===== config.mk =====
export PLATFORM = sky130hd
export DESIGN_NAME = muldiv_unit
export DESIGN_NICKNAME = d
export VERILOG_FILES = /design/src/rtl/muldiv_unit.sv
export SDC_FILE = /design/constraint.sdc
export NUM_CORES = 1
export LEC_CHECK = 0
export BUFFER_PORTS_ARGS = -buffer_cell sky130_fd_sc_hd__buf_2
export CAP_MARGIN = 25
export CELL_PAD_IN_SITES_DETAIL_PLACEMENT = 0
export CELL_PAD_IN_SITES_GLOBAL_PLACEMENT = 1
export CORE_MARGIN = 5
export CORE_UTILIZATION = 33
export CTS_CLUSTER_DIAMETER = 150
export DETAILED_ROUTE_END_ITERATION = 16
export GPL_ROUTABILITY_DRIVEN = 0
export PLACE_DENSITY = 0.64
export SLEW_MARGIN = 15
export SYNTH_ARGS = -nofsm -noshare
export SYNTH_HDL_FRONTEND = slang
export SYNTH_SLANG_ARGS = --single-unit

===== constraint.sdc =====
create_clock -name clk -period 6.6 [get_ports clk]
set_input_delay 0.99 -clock clk [delete_from_list [all_inputs] [get_ports clk]]
set_output_delay 0.99 -clock clk [all_outputs]
set_load 0.02 [all_outputs]

===== src/rtl/muldiv_unit.sv =====
// Iterative RV32M multiply/divide unit: shift-add multiply, restoring divide, 34-cycle latency.
// Define MULDIV_FAST_MUL_EN to replace the iterative multiply with a single-cycle 33x33 multiplier.
module muldiv_unit #(
  parameter int XLEN = 32
) (
  input  logic            clk,
  input  logic            rst_n,
  input  logic            start,
  input  logic            kill,
  input  logic [2:0]      funct3,
  input  logic [XLEN-1:0] rs1_data,
  input  logic [XLEN-1:0] rs2_data,
  input  logic [4:0]      rd_num,
  output logic            busy,
  output logic            wb_en,
  output logic [4:0]      wb_rd,
  output logic [XLEN-1:0] wb_data
);

  typedef enum logic [1:0] {IDLE, CALC, FIX, DONE} state_t;

  localparam logic [2:0] OP_MUL    = 3'b000;
  localparam logic [2:0] OP_MULH   = 3'b001;
  localparam logic [2:0] OP_MULHSU = 3'b010;

  state_t              state_q;
  logic [5:0]          cnt_q;
  logic [2:0]          op_q;
  logic [XLEN-1:0]     opnd_q;
  logic [2*XLEN-1:0]   acc_q;
  logic                neg_q;
  logic                divzero_q;
  logic [4:0]          wb_rd_q;
  logic [XLEN-1:0]     wb_data_q;

  logic                is_div;
  logic                a_neg;
  logic                b_neg;
  logic                res_neg;
  logic [XLEN-1:0]     a_mag;
  logic [XLEN-1:0]     b_mag;
  logic [XLEN:0]       mul_sum;
  logic [XLEN:0]       div_shift;
  logic [XLEN:0]       div_diff;
  logic                div_ge;
  logic [2*XLEN-1:0]   acc_d;
  logic [2*XLEN-1:0]   prod_fix;
  logic [XLEN-1:0]     quot_fix;
  logic [XLEN-1:0]     rem_fix;
  logic [XLEN-1:0]     wb_data_d;

  // Operand signedness and the sign the magnitude result must take in FIX.
  always_comb begin
    is_div  = funct3[2];
    a_neg   = rs1_data[XLEN-1] & (is_div ? ~funct3[0] : (funct3 == OP_MULH || funct3 == OP_MULHSU));
    b_neg   = rs2_data[XLEN-1] & (is_div ? ~funct3[0] : (funct3 == OP_MULH));
    a_mag   = a_neg ? -rs1_data : rs1_data;
    b_mag   = b_neg ? -rs2_data : rs2_data;
    res_neg = (is_div && funct3[1]) ? a_neg : (a_neg ^ b_neg);
  end

  // One iteration: acc holds {partial, multiplier} or {remainder, dividend/quotient}.
  always_comb begin
    mul_sum   = {1'b0, acc_q[2*XLEN-1:XLEN]} + (acc_q[0] ? {1'b0, opnd_q} : {(XLEN+1){1'b0}});
    div_shift = {acc_q[2*XLEN-1:XLEN], acc_q[XLEN-1]};
    div_diff  = div_shift - {1'b0, opnd_q};
    div_ge    = ~div_diff[XLEN];
    if (op_q[2])
      acc_d = {(div_ge ? div_diff[XLEN-1:0] : div_shift[XLEN-1:0]), acc_q[XLEN-2:0], div_ge};
    else
      acc_d = {mul_sum, acc_q[XLEN-1:1]};
  end

  // A zero divisor naturally yields remainder |a|, so only the quotient needs forcing.
  always_comb begin
    prod_fix = neg_q ? -acc_q : acc_q;
    quot_fix = divzero_q ? {XLEN{1'b1}} : (neg_q ? -acc_q[XLEN-1:0] : acc_q[XLEN-1:0]);
    rem_fix  = neg_q ? -acc_q[2*XLEN-1:XLEN] : acc_q[2*XLEN-1:XLEN];
    case (op_q)
      OP_MUL:           wb_data_d = prod_fix[XLEN-1:0];
      3'b001, 3'b010,
      3'b011:           wb_data_d = prod_fix[2*XLEN-1:XLEN];
      3'b100, 3'b101:   wb_data_d = quot_fix;
      default:          wb_data_d = rem_fix;
    endcase
  end

`ifdef MULDIV_FAST_MUL_EN
  logic [2*XLEN+1:0] fast_a;
  logic [2*XLEN+1:0] fast_b;
  logic [2*XLEN+1:0] fast_prod;

  always_comb begin
    fast_a    = {{(XLEN+2){a_neg}}, rs1_data};
    fast_b    = {{(XLEN+2){b_neg}}, rs2_data};
    fast_prod = fast_a * fast_b;
  end
`endif

  always_ff @(posedge clk) begin
    if (!rst_n) begin
      state_q   <= IDLE;
      cnt_q     <= 6'd0;
      op_q      <= 3'd0;
      opnd_q    <= '0;
      acc_q     <= '0;
      neg_q     <= 1'b0;
      divzero_q <= 1'b0;
      wb_rd_q   <= 5'd0;
      wb_data_q <= '0;
    end else if (kill) begin
      state_q <= IDLE;
    end else begin
      case (state_q)
        IDLE: begin
          if (start) begin
            op_q      <= funct3;
            wb_rd_q   <= rd_num;
            neg_q     <= res_neg;
            divzero_q <= is_div && (rs2_data == '0);
            cnt_q     <= 6'd0;
            opnd_q    <= is_div ? b_mag : a_mag;
            acc_q     <= {{XLEN{1'b0}}, (is_div ? a_mag : b_mag)};
            state_q   <= CALC;
`ifdef MULDIV_FAST_MUL_EN
            if (!is_div) begin
              acc_q   <= fast_prod[2*XLEN-1:0];
              neg_q   <= 1'b0;
              state_q <= FIX;
            end
`endif
          end
        end
        CALC: begin
          acc_q <= acc_d;
          cnt_q <= cnt_q + 6'd1;
          if (cnt_q == 6'd31)
            state_q <= FIX;
        end
        FIX: begin
          wb_data_q <= wb_data_d;
          state_q   <= DONE;
        end
        default: state_q <= IDLE;
      endcase
    end
  end

  assign busy    = (state_q != IDLE);
  assign wb_en   = (state_q == DONE) && !kill;
  assign wb_rd   = wb_rd_q;
  assign wb_data = wb_data_q;

endmodule


==> results.py <==
metrics = {
    "pwr": {
        "p_per_area_nw_per_um2": 180.2,
        "finalPower_w": 0.002901,
        "leakage_nw": 6.693,
        "ir_drop_uv": 117.0,
    },
    "status": {
        "status": "finished clean",
    },
    "detailed_routing": {
        "num_vias": 15353,
        "drc": 0,
        "dr.first_iter.drc_count": 1474,
        "ant_nets": 0,
        "wl_per_cell_um": 22.26,
        "wl_mm": 58.81,
        "viasPerCell": 5.811,
        "firstDrtPassIters": 8,
    },
    "cells_and_area": {
        "num_antenna_cells": 0,
        "fillers": 4712,
        "stdcell_area_um2": 16100,
        "finalNetCount": 2195,
        "final_util_pct": 37.20,
        "area_delta_synth_final_pct": 11.15,
        "final_layout_size_suffix_gt1_share_pct": 11.08,
    },
    "placement": {
        "place_area_um2": 15520,
        "dp_hpwl_mm": 45.81,
        "portBuffers": 114,
    },
    "clock_network": {
        "postCtsSetupBuffers": 0,
        "cts_tree": "yes",
        "cts_hold_buf": 0,
        "cts_resized": 0,
        "clock_path_buffers": 2,
        "htree_levels": 4,
        "clock-sinks": 146,
        "clk_pin_slew_ps": 70,
        "numCtsBuffers": 17,
        "clockRootBuffer": "clkbuf_16",
        "clkLatencyLatePin_ps": 460,
    },
    "synthesis": {
        "synth_flop_cell": "dfxtp_1",
        "synth-edff-count": 0,
        "synth.top_cell.area_share_pct": 20.18,
        "async_flop_share_pct": 0,
        "syn_nets": 2167,
        "synth_cells": 2016,
        "syn_avg_cell_area_um2": 7.183,
        "synth_cell_type_count": 86,
        "synth.area.top_cells": "dfxtp_1 (20%), a21oi_1 (6.8%), xnor2_1 (6.5%)",
        "yosysTopAreaCell": "dfxtp_1",
        "synth_seq_cells": 146,
        "yosys_warnings": 0,
        "ys_seq_area_share_pct": 20.18,
        "syn-cell-area_um2": 14480,
    },
    "run": {
        "drv_cap": 0,
    },
    "die": {
        "rows": 76,
        "core_area_um2": 43270,
        "die_area_um2": 48170,
        "start_util_pct": 33.47,
        "ios": 115,
        "die_h_um": 219.5,
        "die_w_um": 219.5,
    },
    "timing": {
        "max_freq_mhz": 239.8,
        "slew_headroom_pct": 30.38,
        "grt_setup_unrepaired": "false",
        "fin_crit_ps": 4170,
        "fin_tns_setup_ps": 0,
        "drv_slew": 0,
        "hold_ws_ps": 439.3,
        "finalHoldViolations": 0,
        "worstMarginPinSlew_ps": 1044,
        "fin_crit_sh_pct": 63.18,
        "clock_skew_ps": 11.28,
        "setup-violations-final": 0,
    },
    "setup_path": {
        "arrival_ps": 4530,
        "reg2reg_slack_ps": 2430,
        "critPathCaptureType": "register",
        "path_class": "register to register",
        "cp.required_ps": 6960,
        "worst-path-max-fanout": 17,
        "start_kind": "register",
    },
    "global_routing": {
        "met3_usage_pct": 3.421,
        "grt_pass1_wl_mm": 88.95,
        "grt_busiest_layer": "met2",
        "grt_util_met2_pct": 37.90,
        "antenna_found_initial": 0,
        "grt_pass1_vias": 14520,
        "grt_start_max_net_pins": 65,
        "use_met1_pct": 33.17,
        "grt_usage_pct": 23.98,
        "grt-ovfl-total": 0,
    },
    "min_path": {
        "min_path_type": "register to register",
    },
}
==> critical path, stage by stage (launching register included) <==
cell	delay, ps
dfxtp_1	410
inv_1	520
ha_1	360
or3b_1	450
nor4b_4	390
nand4_1	280
or2_1	470
a21oi_1	220
nor3_1	60
a221oi_1	620
a21oi_1	80
a22o_1	200
==> through the flow <==
stage,setup slack [ps],instances
final,2430,2642
after global routing,2048,2642
after CTS,2450,2642
after detailed placement,2478,2610
after global placement,2497,2607
after floorplan,3324,2016
==> layout by cell type, fill, tap and decap left out, drive strengths merged, types with 6 or more instances in the layout <==
master	n
a31oi	27
inv	77
nor2b	10
xnor2	107
nand4	14
a21oi	196
a22oi	19
nand3	46
nand2	196
and3	15
mux2	23
o21bai	11
o31ai	19
buf	143
or3	15
o21ai	169
or4	16
nand3b	7
xor2	85
ha	73
o211ai	24
nand2b	15
or2	6
clkbuf	21
nor4	23
o21a	10
a22o	12
a211oi	33
a21o	45
nor2	221
o41ai	11
nor3	42
o31a	6
mux2i	46
a221oi	21
o221ai	16
and2	12
o311ai	7
dfxtp	146
==> Yosys cell counts, types with 5 or more instances <==
cell / number
mux2i_1: 46
dfxtp_1: 146
nor3_1: 41
or4_1: 12
o21bai_1: 11
a21oi_1: 196
and2_1: 11
a211oi_1: 33
nand4_1: 14
a22o_1: 12
o21ai_1: 34
a21o_1: 45
and3_1: 15
o31ai_1: 19
o21a_1: 10
a311oi_1: 5
o21ai_0: 134
buf_1: 6
nand3b_1: 7
xnor2_1: 107
nand2_1: 196
a221o_1: 5
nor3b_1: 5
nor4_1: 19
o211ai_1: 24
nand3_1: 46
o41ai_1: 11
o221ai_1: 16
a31oi_1: 26
nand2b_1: 15
o22ai_1: 5
buf_2: 8
ha_1: 73
inv_1: 74
xor2_1: 85
clkbuf_1: 114
o31a_1: 6
a221oi_1: 21
or3_1: 15
nor2_1: 220
a22oi_1: 19
mux2_2: 22
o311ai_0: 7
nor2b_1: 10
==> registers in the layout, indices dropped and copies added (netlist names) <==
register   cells
acc_q         64
opnd_q        32
wb_data       32
cnt_q          6
wb_rd          5
op_q           3
state_q        2
divzero_q      1
neg_q          1
==> per-layer routing <==
metal,up-vias,routed length (um)
met2,566,26310
met3,89,3683
met4,0,2081
li1,7367,-
met5,-,0
met1,7331,26730
==> cell families (layout without fill, tap and decap cells) <==
family,count (synthesis),after routing,share of synthesized area (%)
flip-flops,146,146,20.18
XOR/XNOR,192,192,11.61
adder cells (fa/ha/maj),75,75,6.584
AND/OR/NAND/NOR,661,661,21.86
buffers and inverters,209,250,5.823
multiplexers,69,69,4.968
AO/OA/AOI/OAI,664,664,28.97
==> area by class of cell <==
| type | count | area (um2) | share of cell area, % |
|---|---|---|---|
| clock inverter | 11 | 126.4 | 0.7851 |
| clock buffer | 21 | 450.4 | 2.798 |
| sequential | 146 | 2925 | 18.17 |
| timing repair buffer | 143 | 835.8 | 5.192 |
| multi-input combinational | 1661 | 10750 | 66.75 |
| inverter | 75 | 281.5 | 1.749 |
| tap | 585 | 732.0 | 4.547 |
==> path summary, 6_finish.rpt <==
check,start,end,cells past startpoint
max,acc_q[0]$_SDFFE_PN0P_,wb_data[14]$_SDFFE_PN0P_,11
min,wb_data[25]$_SDFFE_PN0P_,wb_data[25]$_SDFFE_PN0P_,2
max reg2reg,acc_q[0]$_SDFFE_PN0P_,wb_data[14]$_SDFFE_PN0P_,11
min reg2reg,wb_data[25]$_SDFFE_PN0P_,wb_data[25]$_SDFFE_PN0P_,2
==> report_power, final <==
part	leakage (nW)	internal, W	total, W	switching, W
Sequential	1.19	0.000918	0.000979	0.0000609
Combinational	5.24	0.000326	0.000914	0.000588
Clock	0.270	0.000568	0.00101	0.000440
No activity file was read; power rests on OpenSTA's default activity.
